[config.mk]
export PLATFORM = sky130hd
export DESIGN_NAME = jesd_tx_link_ctrl
export DESIGN_NICKNAME = d
export VERILOG_FILES = /design/src/rtl/jesd_tx_link_ctrl.sv
export SDC_FILE = /design/constraint.sdc
export NUM_CORES = 1
export LEC_CHECK = 0
export ABC_AREA = 0
export CAP_MARGIN = 30
export CORE_ASPECT_RATIO = 0.75
export CORE_MARGIN = 8
export CORE_UTILIZATION = 45
export DETAILED_ROUTE_END_ITERATION = 7
export PLACE_DENSITY_LB_ADDON = 0.1
export SYNTH_ARGS = -nofsm -noshare
export SYNTH_HDL_FRONTEND = slang
export SYNTH_SLANG_ARGS = --single-unit
[constraint.sdc]
create_clock -name clk -period 6.29 [get_ports clk]
set_input_delay 1.258 -clock clk [delete_from_list [all_inputs] [get_ports clk]]
set_output_delay 1.258 -clock clk [all_outputs]
set_load 0.01 [all_outputs]
[src/rtl/jesd_tx_link_ctrl.sv]
// JESD204B TX link-establishment sequencer: local LMFC counter with SYSREF realign,
// IDLE/CGS/ILAS/DATA/TEST phase control, SYNC~ error and resync detection.
module jesd_tx_link_ctrl #(
  parameter int F          = 2,
  parameter int K          = 16,
  parameter int RESYNC_CYC = 19,
  localparam int MF_LEN    = F * K,
  localparam int LMFC_W    = $clog2(MF_LEN),
  localparam int SL_W      = $clog2(RESYNC_CYC + 1)
) (
  input  logic              clk,
  input  logic              rst,
  input  logic              i_link_en,
  input  logic              i_test_en,
  input  logic              i_sync_n,
  input  logic              i_sysref,
  output logic [2:0]        o_link_mux,
  output logic [2:0]        o_state,
  output logic              o_lmfc_edge,
  output logic [1:0]        o_ila_mf_idx,
  output logic [LMFC_W-1:0] o_ila_octet,
  output logic              o_data_rdy,
  output logic              o_err_report,
  output logic [7:0]        o_err_cnt,
  output logic              o_realign_err
);

  typedef enum logic [2:0] {
    ST_IDLE = 3'd0,
    ST_CGS  = 3'd1,
    ST_ILAS = 3'd2,
    ST_DATA = 3'd3,
    ST_TEST = 3'd4
  } state_e;

  function automatic logic [2:0] mux_of(input state_e s);
    case (s)
      ST_IDLE: mux_of = 3'd1;
      ST_CGS:  mux_of = 3'd1;
      ST_ILAS: mux_of = 3'd2;
      ST_DATA: mux_of = 3'd0;
      ST_TEST: mux_of = 3'd3;
      default: mux_of = 3'd1;
    endcase
  endfunction

  state_e            state_q, state_d;
  logic [LMFC_W-1:0] lmfc_q, lmfc_d;
  logic [1:0]        mf_idx_q, mf_idx_d;
  logic [SL_W-1:0]   sync_low_q, sync_low_d, sync_run;
  logic [7:0]        err_cnt_q, err_cnt_d;
  logic              err_pulse_q, err_pulse_d;
  logic              realign_q, realign_d;
  logic [2:0]        link_mux_q;
  logic              lmfc_edge_q;
  logic [LMFC_W-1:0] ila_octet_q, ila_octet_d;
  logic              data_rdy_q;
  logic              lmfc_wrap, misaligned, resync_hit, short_err;

  // LMFC next value and the SYNC~ low-run bookkeeping shared by the FSM
  always_comb begin
    lmfc_wrap  = (lmfc_q == LMFC_W'(MF_LEN - 1));
    misaligned = i_sysref && !lmfc_wrap;
    if (i_sysref || lmfc_wrap) begin
      lmfc_d = '0;
    end else begin
      lmfc_d = lmfc_q + LMFC_W'(1);
    end
    if (i_sync_n) begin
      sync_run = '0;
    end else if (sync_low_q == SL_W'(RESYNC_CYC)) begin
      sync_run = sync_low_q;
    end else begin
      sync_run = sync_low_q + SL_W'(1);
    end
    resync_hit = (sync_run == SL_W'(RESYNC_CYC));
    short_err  = i_sync_n && (sync_low_q != '0);
  end

  // Phase sequencing; link disable outranks every pulse and resync decision
  always_comb begin
    state_d     = state_q;
    mf_idx_d    = mf_idx_q;
    err_cnt_d   = err_cnt_q;
    err_pulse_d = 1'b0;
    realign_d   = 1'b0;
    case (state_q)
      ST_IDLE: begin
        if (i_test_en)      state_d = ST_TEST;
        else if (i_link_en) state_d = ST_CGS;
        else                state_d = ST_IDLE;
      end
      ST_TEST: begin
        if (!i_test_en) state_d = ST_IDLE;
        else            state_d = ST_TEST;
      end
      ST_CGS: begin
        if (!i_link_en)                               state_d = ST_IDLE;
        else if (i_sync_n && lmfc_wrap && !i_sysref)  state_d = ST_ILAS;
        else                                          state_d = ST_CGS;
      end
      ST_ILAS: begin
        if (!i_link_en) begin
          state_d = ST_IDLE;
        end else if (misaligned) begin
          state_d   = ST_CGS;
          realign_d = 1'b1;
        end else if (resync_hit) begin
          state_d = ST_CGS;
        end else if (lmfc_wrap) begin
          if (mf_idx_q == 2'd3) state_d = ST_DATA;
          else                  mf_idx_d = mf_idx_q + 2'd1;
        end else begin
          state_d = ST_ILAS;
        end
      end
      ST_DATA: begin
        if (!i_link_en) begin
          state_d = ST_IDLE;
        end else begin
          realign_d = misaligned;
          if (resync_hit) begin
            state_d = ST_CGS;
          end else if (short_err) begin
            err_pulse_d = 1'b1;
            if (err_cnt_q != 8'hFF) err_cnt_d = err_cnt_q + 8'd1;
            else                    err_cnt_d = err_cnt_q;
          end else begin
            state_d = ST_DATA;
          end
        end
      end
      default: state_d = ST_IDLE;
    endcase
    // Low-run and multiframe index restart whenever the phase changes
    if (state_d != state_q) begin
      sync_low_d = '0;
      mf_idx_d   = 2'd0;
    end else if (state_q == ST_ILAS || state_q == ST_DATA) begin
      sync_low_d = sync_run;
    end else begin
      sync_low_d = '0;
    end
    if (state_d == ST_ILAS) ila_octet_d = lmfc_d;
    else                    ila_octet_d = '0;
  end

  // State, counters and registered output decode
  always_ff @(posedge clk) begin
    if (rst) begin
      state_q     <= ST_IDLE;
      lmfc_q      <= '0;
      mf_idx_q    <= 2'd0;
      sync_low_q  <= '0;
      err_cnt_q   <= 8'd0;
      err_pulse_q <= 1'b0;
      realign_q   <= 1'b0;
      link_mux_q  <= 3'd1;
      lmfc_edge_q <= 1'b1;
      ila_octet_q <= '0;
      data_rdy_q  <= 1'b0;
    end else begin
      state_q     <= state_d;
      lmfc_q      <= lmfc_d;
      mf_idx_q    <= mf_idx_d;
      sync_low_q  <= sync_low_d;
      err_cnt_q   <= err_cnt_d;
      err_pulse_q <= err_pulse_d;
      realign_q   <= realign_d;
      link_mux_q  <= mux_of(state_d);
      lmfc_edge_q <= (lmfc_d == '0);
      ila_octet_q <= ila_octet_d;
      data_rdy_q  <= (state_d == ST_DATA);
    end
  end

  assign o_state       = state_q;
  assign o_link_mux    = link_mux_q;
  assign o_lmfc_edge   = lmfc_edge_q;
  assign o_ila_mf_idx  = mf_idx_q;
  assign o_ila_octet   = ila_octet_q;
  assign o_data_rdy    = data_rdy_q;
  assign o_err_report  = err_pulse_q;
  assign o_err_cnt     = err_cnt_q;
  assign o_realign_err = realign_q;

endmodule

* Yosys cells after proc, flatten, opt, wreduce, memory -nomap -nowiden *
Cells that the tools add are included.

word-level totals
  input port bits = 6
  RAM bits = 0
  word-level logic and storage cells = 75
  bits in read-only memories = 0
  memories kept = 0
  latch bits = 0
  register bits after elaboration = 35
  output and inout bits = 25

cells by class
  multipliers = 0
  div/mod/pow operators = 0
  reductions and logical operators = 17
  add/sub/neg operators = 4
  order comparisons = 0
  bitwise logic cells = 7
  eq/ne operators = 13
  shift-type cells = 0
  multiplexer cells = 23

operators with widths
  kind                                                 number
  two-way mux 3 bit                                    10
  equality test 5 bit, second input constant           3
  two-way mux 5 bit                                    3
  one-hot mux 3 bit (5 select lines)                   1
  equality test 3 x 2 -> 1 bit, second input constant  4
  adder 5 x 1 -> 5 bit, second input constant          2
  adder 8 x 1 -> 8 bit, second input constant          1
  inequality test 8 bit, second input constant         1
  inverter 1 bit                                       7
  equality test 3 bit, second input constant           2
  one-hot mux 2 bit (3 select lines)                   1
  AND reduction 6 bit                                  1
  zero test 5 bit                                      1
  two-way mux 1 bit                                    5
  AND reduction 5 bit                                  1
  nonzero test 5 bit                                   1
  logical AND 1 bit                                    4
  two-way mux 2 bit                                    2
  OR reduction 2 bit                                   2
  OR reduction 4 bit                                   1
  equality test 3 x 1 -> 1 bit, second input constant  1
  zero test 3 bit                                      1
  inequality test 3 bit                                1
  OR reduction 3 bit                                   1
  5 further kinds                                      7

* Depth between registers and ports, before layout *
Gate-level depths: netlist of the first run.

  word-level depth = 11
  mapped depth = 9
  gate-level depth less buffers = 9

* Worst setup path before layout of the first run *
Ideal clock, no wire load.

  path type = input to register
  start point = in i_sysref
  end point = reg ila_octet_q[2], in the netlist o_ila_octet[2]
  arrival time = 2.379 ns
  required time = 6.226 ns
  stages = 4
  buffers on the path = 1
  setup time = 0.064 ns
  path slack = 3.846 ns
  cell sequence = or3_1 clkbuf_1 or4_4 nor2_1

on the way
  word-level cells in the longest chain between the ends = 8
  elaborated cells between the ends (all ways) = 13
  classes of those cells = eq/ne: 1; mux: 6; bitwise: 1; reduce/logical: 5

ends and longest elaborated chain
  what                                line  text
  from (decl)                         16    input logic i_sysref,
  zero test 1 bit                     99    else if (i_sync_n && lmfc_wrap && !i_sysref) state_d = ST_ILAS;
  logical AND 1 bit                   99
  two-way mux 2 bit                   99
  two-way mux 2 bit                   98    if (!i_link_en) state_d = ST_IDLE;
  one-hot mux 3 bit (5 select lines)  87    case (state_q)
  equality test 3 x 2 -> 1 bit        144   if (state_d == ST_ILAS) ila_octet_d = lmfc_d;
  inverter 1 bit (no line)            n/a
  OR reduction 2 bit (no line)        n/a
  to (signal assigned)                172   ila_octet_q <= ila_octet_d;
  to (decl)                           56    logic [LMFC_W-1:0] ila_octet_q, ila_octet_d;

Several ways; a longest one is shown, not always the timed one.
A chain may end at the register's enable or synchronous reset.

* Worst setup path after layout of the first run *
  start point = in rst
  end point = reg ila_octet_q[2], in the netlist o_ila_octet[2]

on the way
  word-level cells in the longest chain between the ends = 1

ends and longest elaborated chain
  what                          line  text
  from (decl)                   12    input logic rst,
  OR reduction 2 bit (no line)  n/a

No other way between the ends.

==> key figures, run 1 <==
Final layout
  – Finished Layout Cells: 235
  – # diodes: 0
  – Proportion of layout cells with a drive suffix above 1: 7.18%
  – Area growth syn-to-layout: 27.1%
  – Nets: 206

Floorplanning
  – Die width: 83.1 um
  – Initial Utilization: 46.6%
  – Io pins: 31
  – Die area: 0.00551 mm2
  – Cell Rows: 18
  – Placeable Area: 0.00327 mm2
  – Chip height: 66.3 um

Timing
  – Hold Fails Final Rpt: 0
  – Period minus WS final: 3.01 ns
  – Slew Viols, Final: 0
  – Unrepaired setup endpoints after global routing: false
  – Skew final: 0.00646 ns
  – Setup Viol. Count Final: 0
  – Fmax achieved: 333 MHz
  – Slew at the pin closest to its max-slew limit: 0.576 ns
  – Slew headroom: 61.5%
  – Fin crit share: 47.8%
  – Setup TNS: 0 ns

GRT
  – Vias in the first global route: 1284
  – Largest net degree at the start of global routing: 17
  – Global route overflow: 0
  – Total track usage: 12.9%
  – Initial antenna violation count: 0
  – First-pass GRT wire length: 5830 um

Clock network
  – Clock-pin slew on the worst setup and hold paths: 0.07 ns
  – Max clock buf depth: 2
  – Clock sink total: 34
  – CTS buffer count: 5
  – PostCTS Resize Cnt: 0
  – H-tree levels: 2
  – Worst skew pair latency: 0.29 ns
  – Post-CTS Setup Bufs: 0
  – Hold Buf Count CTS: 0
  – CTS tree: done
  – Clock root buffer: clkbuf_8

Power
  – Switch Pwr: 0.0910 mW
  – Max rail drop VDD: 0.151 mV
  – Clock power frac: 41.0%
  – Combinational Power Share: 4.9%
  – Pwr Density: 210 mW/mm2
  – P_int: 0.315 mW
  – P_leak: 0.700 nW
  – Reg power frac: 54.0%
  – Switching share of total power: 22.4%

Worst setup path
  – Worst Setup Start Kind: input port
  – WP data required: 6.52 ns
  – Worst Setup SP: rst
  – Setup crit end kind: register
  – Arrival @ worst endpoint: 3.23 ns
  – Worst r2r src: lmfc_q[0]
  – Crit-path max FO: 16
  – Setup CP Type: in2reg

Yosys
  – Syn_area_per_cell: 9.33 um2
  – Mapped Nets: 175
  – Primary FF master, synth: dfxtp_1
  – Post-synth EDFFs: 0
  – Synth Register Bits: 34
  – Cells after Synth: 163
  – Seq/Total Area, Yosys: 44.8%
  – Synth top area cells: dfxtp_1 (45%), nor2_1 (6.9%), xnor2_1 (6.3%), ha_1 (4.9%), nand3_1 (2.3%)
  – Yosys cell types: 40
  – Async set-reset flop share out of synthesis: 0%
  – Synth top cells by count: dfxtp_1 (34), nor2_1 (28), xnor2_1 (11)
  – Post-synth top area share: 44.8%
  – Most numerous cell in the Yosys netlist: dfxtp_1
  – Mapped cell area: 0.00152 mm2
  – Synthesis Warnings: 0
  – Synth area leader: dfxtp_1

Route
  – Detail Route Antenna Nets: 0
  – Vias: 1238
  – Routed Wire Length: 3280 um
  – Via/cell ratio: 5.27
  – DRT Pass-1 Iters: 4
  – WL per Instance: 14.0 um
  – Initial DRC count: 33
  – # DRC: 0

Placement
  – Final HPWL DP: 2490 um
  – Placed Instances: 227
  – Number of port buffers: 29
  – RD Place Congestion: 0.853

Hold path
  – Hold Crit Start: lmfc_q[0]
  – Hold Path Class: reg2reg

Job
  – Max_cap viols: 0

Run status
  – Status: finished clean
-- cell type report --
cell class	instances	area (um2)
Fill cell	276	1330
Multi-Input combinational cell	119	797
Sequential cell	34	681
Timing Repair Buffer	29	290
Clock buffer	6	82.6
Tap cell	40	50.0
Inverter	5	18.8
Clock inverter	2	12.5
-- power groups by stage --
stage,Combinational [mW],Clock [mW],Sequential (mW)
finish,0.0200,0.167,0.219
global route,0.0220,0.181,0.220
CTS,0.0201,0.173,0.219
detailed placement,0.0200,0,0.224
global placement,0.0197,0,0.224
floorplan,0.0109,0,0.224
-- metal layers --
metal | track usage [%] | vias up | routed length (um)
li1 | - | 626 | -
met4 | 6.55 | 0 | 9
met5 | 0 | - | 0
met2 | 20.0 | 31 | 1470
met1 | 14.7 | 579 | 1580
met3 | 5.91 | 2 | 223
-- cell families (layout without fill, tap and decap cells) --
family                     after synthesis  in the layout  synth area share, %
muxes                                    4              4                 2.72
buffers and inverters                   10             42                 2.80
other                                    1              1                0.247
adders and majority gates                6              6                 4.94
and+or+nand+nor                         76             76                 27.9
AOI/OAI and AO/OA                       18             18                 8.56
DFF                                     34             34                 44.8
xor gates and xnor gates                14             14                 8.07
-- worst paths after layout --
| kind | depth (start not counted) | slack, ns | end |
|---|---|---|---|
| max | 4 | 3.28 | o_ila_octet[2] |
| min reg2reg | 1 | 0.52 | o_ila_octet[0] |
| min | 1 | 0.52 | o_ila_octet[0] |
| max reg2reg | 9 | 3.86 | o_link_mux[1] |
-- per-stage QoR --
| step | utilization, % | hold slack (ns) | setup slack [ns] | power (mW) | cell area (um2) |
|---|---|---|---|---|---|
| 4_1_cts | 59.2 | 0.510 | 3.30 | 0.412 | 1930 |
| 3_5_place_dp | 56.2 | 0.492 | 3.00 | 0.244 | 1840 |
| 3_3_place_gp | 56.2 | 0.468 | 3.06 | 0.244 | 1840 |
| 2_1_floorplan | - | 0.441 | 3.85 | 0.235 | 1520 |
| 6_report | 59.2 | 0.516 | 3.28 | 0.406 | 1930 |
| 5_1_grt | 59.2 | 0.558 | 3.20 | 0.423 | 1930 |
-- worst max-delay path, cell delays in order --
cell and delay, ns:
clkdlybuf4s50_1 0.70, or3_1 0.55, or4_4 0.59, nor2_1 0.13
-- flip-flops by register name, summed over array words and instances (netlist names) --
name / cells
o_realign_err: 1
sync_low_q: 5
o_data_rdy: 1
o_ila_mf_idx: 2
o_link_mux: 2
o_lmfc_edge: 1
o_err_cnt: 8
lmfc_q: 5
o_err_report: 1
o_state: 3
o_ila_octet: 5
-- layout by cell type (no fill, tap or decap), types with 2 or more instances in the layout --
| cell type | instances |
|---|---|
| a211oi_1 | 2 |
| a21boi_0 | 2 |
| a21oi_1 | 3 |
| and2_1 | 2 |
| and3b_1 | 2 |
| clkbuf_8 | 6 |
| clkdlybuf4s50_1 | 29 |
| dfxtp_1 | 34 |
| ha_1 | 6 |
| inv_1 | 5 |
| mux2i_1 | 3 |
| nand2_1 | 5 |
| nand2b_1 | 3 |
| nand3_1 | 7 |
| nand3b_1 | 2 |
| nor2_1 | 28 |
| nor2b_1 | 5 |
| nor3_1 | 5 |
| nor3b_1 | 4 |
| nor4b_1 | 4 |
| o21ai_0 | 4 |
| o21bai_1 | 2 |
| or3_1 | 2 |
| xnor2_1 | 11 |
| xor2_1 | 3 |
(Power assumes the default switching activity.)
==> run 2, diff against run 1 <==
==> constraint.sdc (replaced) <==
create_clock -name clk -period 2.5 [get_ports clk]
set_input_delay 0.5 -clock clk [delete_from_list [all_inputs] [get_ports clk]]
set_output_delay 0.5 -clock clk [all_outputs]
set_load 0.01 [all_outputs]
==> run 2 against run 1 <==
  * Final area grew 1.7%
  * Total power grew to 2.5 times the previous value
  * Setup slack lost 3.1 ns
  * Critical path type is now reg2reg
  * Largest cell class unchanged
==> key figures, run 2 (synthesis gave the netlist of run 1 again) <==
GRT
  – Vias in the first global route: 1217
  – First-pass GRT wire length: 5620 um
  – Global route overflow: 0
  – Largest net degree at the start of global routing: 16
  – Initial antenna violation count: 0
  – Total track usage: 12.8%

Route
  – Via/cell ratio: 5.18
  – Initial DRC count: 37
  – WL per Instance: 13.7 um
  – Routed Wire Length: 3270 um
  – Detail Route Antenna Nets: 0
  – DRT Pass-1 Iters: 4
  – Vias: 1238
  – # DRC: 0

Timing
  – Slew at the pin closest to its max-slew limit: 0.556 ns
  – Setup TNS: 0 ns
  – Unrepaired setup endpoints after global routing: false
  – Hold Fails Final Rpt: 0
  – Skew final: 0.00231 ns
  – Setup Viol. Count Final: 0
  – Fin crit share: 92.5%
  – Slew headroom: 62.4%
  – Hold WS: 0.474 ns
  – Fmax achieved: 432 MHz
  – Slew Viols, Final: 0
  – Period minus WS final: 2.31 ns

Worst setup path
  – R2r setup slk: 0.19 ns
  – Setup crit end kind: register
  – Crit-path max FO: 8
  – Slowest stage delay, CP: 0.43 ns
  – Worst Setup Start Kind: register
  – Worst-case reg-to-reg path depth: 9
  – WP data required: 2.71 ns
  – Critical path, cell by cell: ha_1 -> and3_1 -> ha_1 -> nor4bb_2 -> buf_4 -> o21ai_0 -> o41ai_1 -> or3b_4 -> nor3_1
  – Worst path most repeated cell: ha_1
  – Slowest stage cell, crit path: or3b_4
  – Arrival @ worst endpoint: 2.52 ns
  – Setup CP Type: reg2reg

Hold path
  – Hold Path Class: reg2reg
  – Worst hold path depth: 1

Placement
  – Final HPWL DP: 2430 um
  – Placed Area: 0.00187 mm2
  – RD Place Congestion: 0.872
  – Number of port buffers: 29

Floorplanning
  – Initial Utilization: 46.6%
  – Die area: 0.00551 mm2
  – Cell Rows: 18
  – Io pins: 31
  – Chip height: 66.3 um
  – Placeable Area: 0.00327 mm2
  – Die width: 83.1 um

Final layout
  – Max reg flops: 8
  – Area growth syn-to-layout: 29.2%
  – Final instance area: 0.00196 mm2
  – Proportion of layout cells with a drive suffix above 1: 9.05%
  – Nets: 210
  – Final core occ: 60.2%
  – Most common cell after layout, fill and taps aside: dfxtp_1
  – # diodes: 0
  – Commonest cells after routing, fill and taps aside: dfxtp_1 (34), clkdlybuf4s50_1 (29), nor2_1 (28)

Clock network
  – Clock sink total: 34
  – CTS buffer count: 5
  – CTS tree: done
  – Clock root buffer: clkbuf_8
  – Clock-pin slew on the worst setup and hold paths: 0.07 ns
  – Hold Buf Count CTS: 0
  – Max clock buf depth: 2
  – H-tree levels: 2
  – PostCTS Resize Cnt: 0
  – Worst skew pair latency: 0.29 ns
  – Post-CTS Setup Bufs: 0

Power
  – Pwr Density: 519 mW/mm2
  – P_leak: 0.722 nW
  – P_int: 0.796 mW
  – Clock power frac: 40.6%
  – Switching share of total power: 22.0%
  – Combinational Power Share: 5.2%
  – Reg power frac: 54.1%
  – Max rail drop VDD: 0.294 mV
  – Switch Pwr: 0.224 mW

Run status
  – Status: finished clean

Job
  – Max_cap viols: 0
[run 2: cell count changes in the layout (fill, tap and decap cells not counted), sizes merged]
cell | previous run | this run
buf | 0 | 4
clkbuf | 6 | 7
clkinvlp | 1 | 0
[run 2: critical path, delay by kind of cell (launching register included)]
family,cells,cell delay [ns]
AOI/OAI and AO/OA,2,0.29
adders and majority gates,2,0.49
buffers and inverters,1,0.15
DFF,1,0.34
and+or+nand+nor,4,0.97
[run 2: per-stage QoR]
step                power [mW]  setup slack (ns)  instances
floorplan                0.591             0.335        163
global placement         0.617             0.197        231
detailed placement       0.617             0.171        231
CTS                       1.03             0.152        239
global route              1.07            0.0194        239
finish                    1.02             0.188        239
[run 2: power groups by stage]
| stage | Clock [mW] | Combinational, mW | Sequential, mW |
|---|---|---|---|
| final | 0.415 | 0.0534 | 0.552 |
| after floorplan | 0 | 0.0273 | 0.564 |
| after detailed placement | 0 | 0.0528 | 0.564 |
| after global placement | 0 | 0.0523 | 0.564 |
| after global routing | 0.457 | 0.0588 | 0.552 |
| after CTS | 0.425 | 0.0532 | 0.552 |
[run 2: cell type report]
class	instances	area (um2)
Clock inverter	1	5.00
Timing Repair Buffer	33	320
Inverter	5	18.8
Fill cell	277	1300
Tap cell	40	50.0
Multi-Input combinational cell	119	803
Sequential cell	34	681
Clock buffer	7	86.3
[run 2: metal layers]
| layer | track usage, % | share of wire, % | up-vias |
|---|---|---|---|
| met1 | 14.9 | 50 | 573 |
| met2 | 18.9 | 42 | 29 |
| li1 | - | - | 632 |
| met5 | 0 | 0 | - |
| met4 | 5.90 | 0.58 | 0 |
| met3 | 7.27 | 7.0 | 4 |
[run 2: final timing paths]
path | start | end
setup / recovery | lmfc_q[0] | sync_low_q[2]
hold reg to reg | lmfc_q[0] | o_ila_octet[0]
setup reg to reg | lmfc_q[0] | sync_low_q[2]
hold / removal | lmfc_q[0] | o_ila_octet[0]
==> run 3, diff against run 2 <==
--- a/config.mk
+++ b/config.mk
@@ -10,6 +10,7 @@
 export CORE_ASPECT_RATIO = 0.75
 export CORE_MARGIN = 8
 export CORE_UTILIZATION = 45
+export CTS_CLUSTER_DIAMETER = 60
 export DETAILED_ROUTE_END_ITERATION = 7
 export PLACE_DENSITY_LB_ADDON = 0.1
 export SYNTH_ARGS = -nofsm -noshare
==> constraint.sdc (replaced) <==
create_clock -name clk -period 2.5 [get_ports clk]
set_input_delay 0.375 -clock clk [delete_from_list [all_inputs] [get_ports clk]]
set_output_delay 0.375 -clock clk [all_outputs]
set_load 0.01 [all_outputs]
==> run 3 against run 2 <==
  * First-iteration DRC count is 2.7% lower
  * Critical path depth is 1 lower
  * Fmax is 1.6% lower
  * Critical path type unchanged
  * Largest power group unchanged
==> key figures, run 3 (synthesis gave the netlist of run 1 again) <==
Power
  – Tot Pwr: 1.09 mW
  – Max rail drop VDD: 0.491 mV
  – Pwr Density: 551 mW/mm2
  – P_leak: 0.721 nW

Worst setup path
  – Arrival @ worst endpoint: 2.56 ns
  – Setup CP Type: reg2reg
  – Critical path, cell by cell: ha_1 -> and3_1 -> ha_1 -> nor4bb_2 -> and2_1 -> a21oi_1 -> or4_4 -> nor2_1
  – Worst path most repeated cell: ha_1
  – CP top delay family: simple AND/OR/NAND/NOR gates
  – Crit-path max FO: 8
  – Buf+Inv Stages, Crit Path: 0
  – Setup crit end kind: register
  – WP data required: 2.71 ns
  – Slowest stage delay, CP: 0.46 ns
  – Slowest stage cell, crit path: or4_4
  – Worst Setup Start Kind: register

Final layout
  – Proportion of layout cells with a drive suffix above 1: 8.08%
  – Final core occ: 60.4%
  – Max reg flops: 8
  – Nets: 209
  – # diodes: 0
  – Finished Layout Cells: 238
  – Commonest cells after routing, fill and taps aside: dfxtp_1 (34), clkdlybuf4s50_1 (29), nor2_1 (28)
  – Final instance area: 0.00197 mm2
  – Area growth syn-to-layout: 29.7%
  – Most common cell after layout, fill and taps aside: dfxtp_1

Floorplanning
  – Chip height: 66.3 um
  – Cell Rows: 18
  – Die width: 83.1 um
  – Io pins: 31
  – Placeable Area: 0.00327 mm2
  – Initial Utilization: 46.6%
  – Die area: 0.00551 mm2

Clock network
  – PostCTS Resize Cnt: 0
  – Worst skew pair latency: 0.28 ns
  – Hold Buf Count CTS: 0
  – CTS tree: done
  – Clock-pin slew on the worst setup and hold paths: 0.06 ns
  – Max clock buf depth: 2
  – H-tree levels: 2
  – CTS buffer count: 5
  – Clock root buffer: clkbuf_8
  – Clock sink total: 34
  – Post-CTS Setup Bufs: 0

Job
  – Max_cap viols: 0

Timing
  – Period minus WS final: 2.35 ns
  – Hold Fails Final Rpt: 0
  – Hold WS: 0.487 ns
  – Fin crit share: 94.0%
  – Setup Viol. Count Final: 0
  – Slew at the pin closest to its max-slew limit: 0.543 ns
  – Slew headroom: 63.3%
  – Slew Viols, Final: 0
  – Fmax achieved: 426 MHz
  – Skew final: 0.00394 ns

Placement
  – Final HPWL DP: 2510 um
  – RD Place Congestion: 0.838
  – Placed Instances: 230
  – Placed Area: 0.00186 mm2
  – Number of port buffers: 29

GRT
  – Routing usage on met1: 14.7%
  – Grt met2 use: 18.3%
  – First-pass GRT wire length: 5490 um
  – Largest net degree at the start of global routing: 16
  – Vias in the first global route: 1195
  – Most used routing layer: met2
  – Global routing usage on met3: 6.65%
  – Global route overflow: 0
  – Initial antenna violation count: 0
  – Total track usage: 12.2%

Route
  – # DRC: 0
  – WL per Instance: 13.6 um
  – DRT Pass-1 Iters: 4
  – Via/cell ratio: 5.20
  – Initial DRC count: 36
  – Vias: 1237
  – Detail Route Antenna Nets: 0
  – Routed Wire Length: 3240 um

Run status
  – Status: finished clean

Hold path
  – Hold Path Class: reg2reg
[run 3: stage by stage]
step | TNS [ns] | setup slack (ns)
after global placement | 0 | 0.275
after global routing | -0.0226 | -0.0122
after floorplan | 0 | 0.335
after detailed placement | 0 | 0.171
final | 0 | 0.151
after CTS | 0 | 0.142
[run 3: final cells by class]
| class | count | area (um2) |
|---|---|---|
| Timing Repair Buffer | 32 | 313 |
| Clock inverter | 1 | 30.0 |
| Multi-Input combinational cell | 119 | 803 |
| Inverter | 5 | 18.8 |
| Fill cell | 274 | 1290 |
| Tap cell | 40 | 50.0 |
| Clock buffer | 7 | 76.3 |
| Sequential cell | 34 | 681 |
[run 3: power breakdown]
group,switching (mW),internal [mW]
Combinational,0.0267,0.0271
Sequential,0.00531,0.547
Clock,0.182,0.298
Total,0.214,0.872
[run 3: final timing paths]
kind,cells after the start,end,startpoint,slack [ns]
max,8,o_ila_octet[2],lmfc_q[0],0.15
min,1,lmfc_q[0],lmfc_q[0],0.49
max reg2reg,8,o_ila_octet[2],lmfc_q[0],0.15
min reg2reg,1,lmfc_q[0],lmfc_q[0],0.49
[run 3: metal layers]
| metal | routed length [um] | vias up | part of all wire, % |
|---|---|---|---|
| met4 | 23 | 0 | 0.71 |
| met2 | 1330 | 34 | 41 |
| met3 | 269 | 4 | 8.3 |
| li1 | - | 627 | - |
| met1 | 1610 | 572 | 50 |
| met5 | 0 | - | 0 |
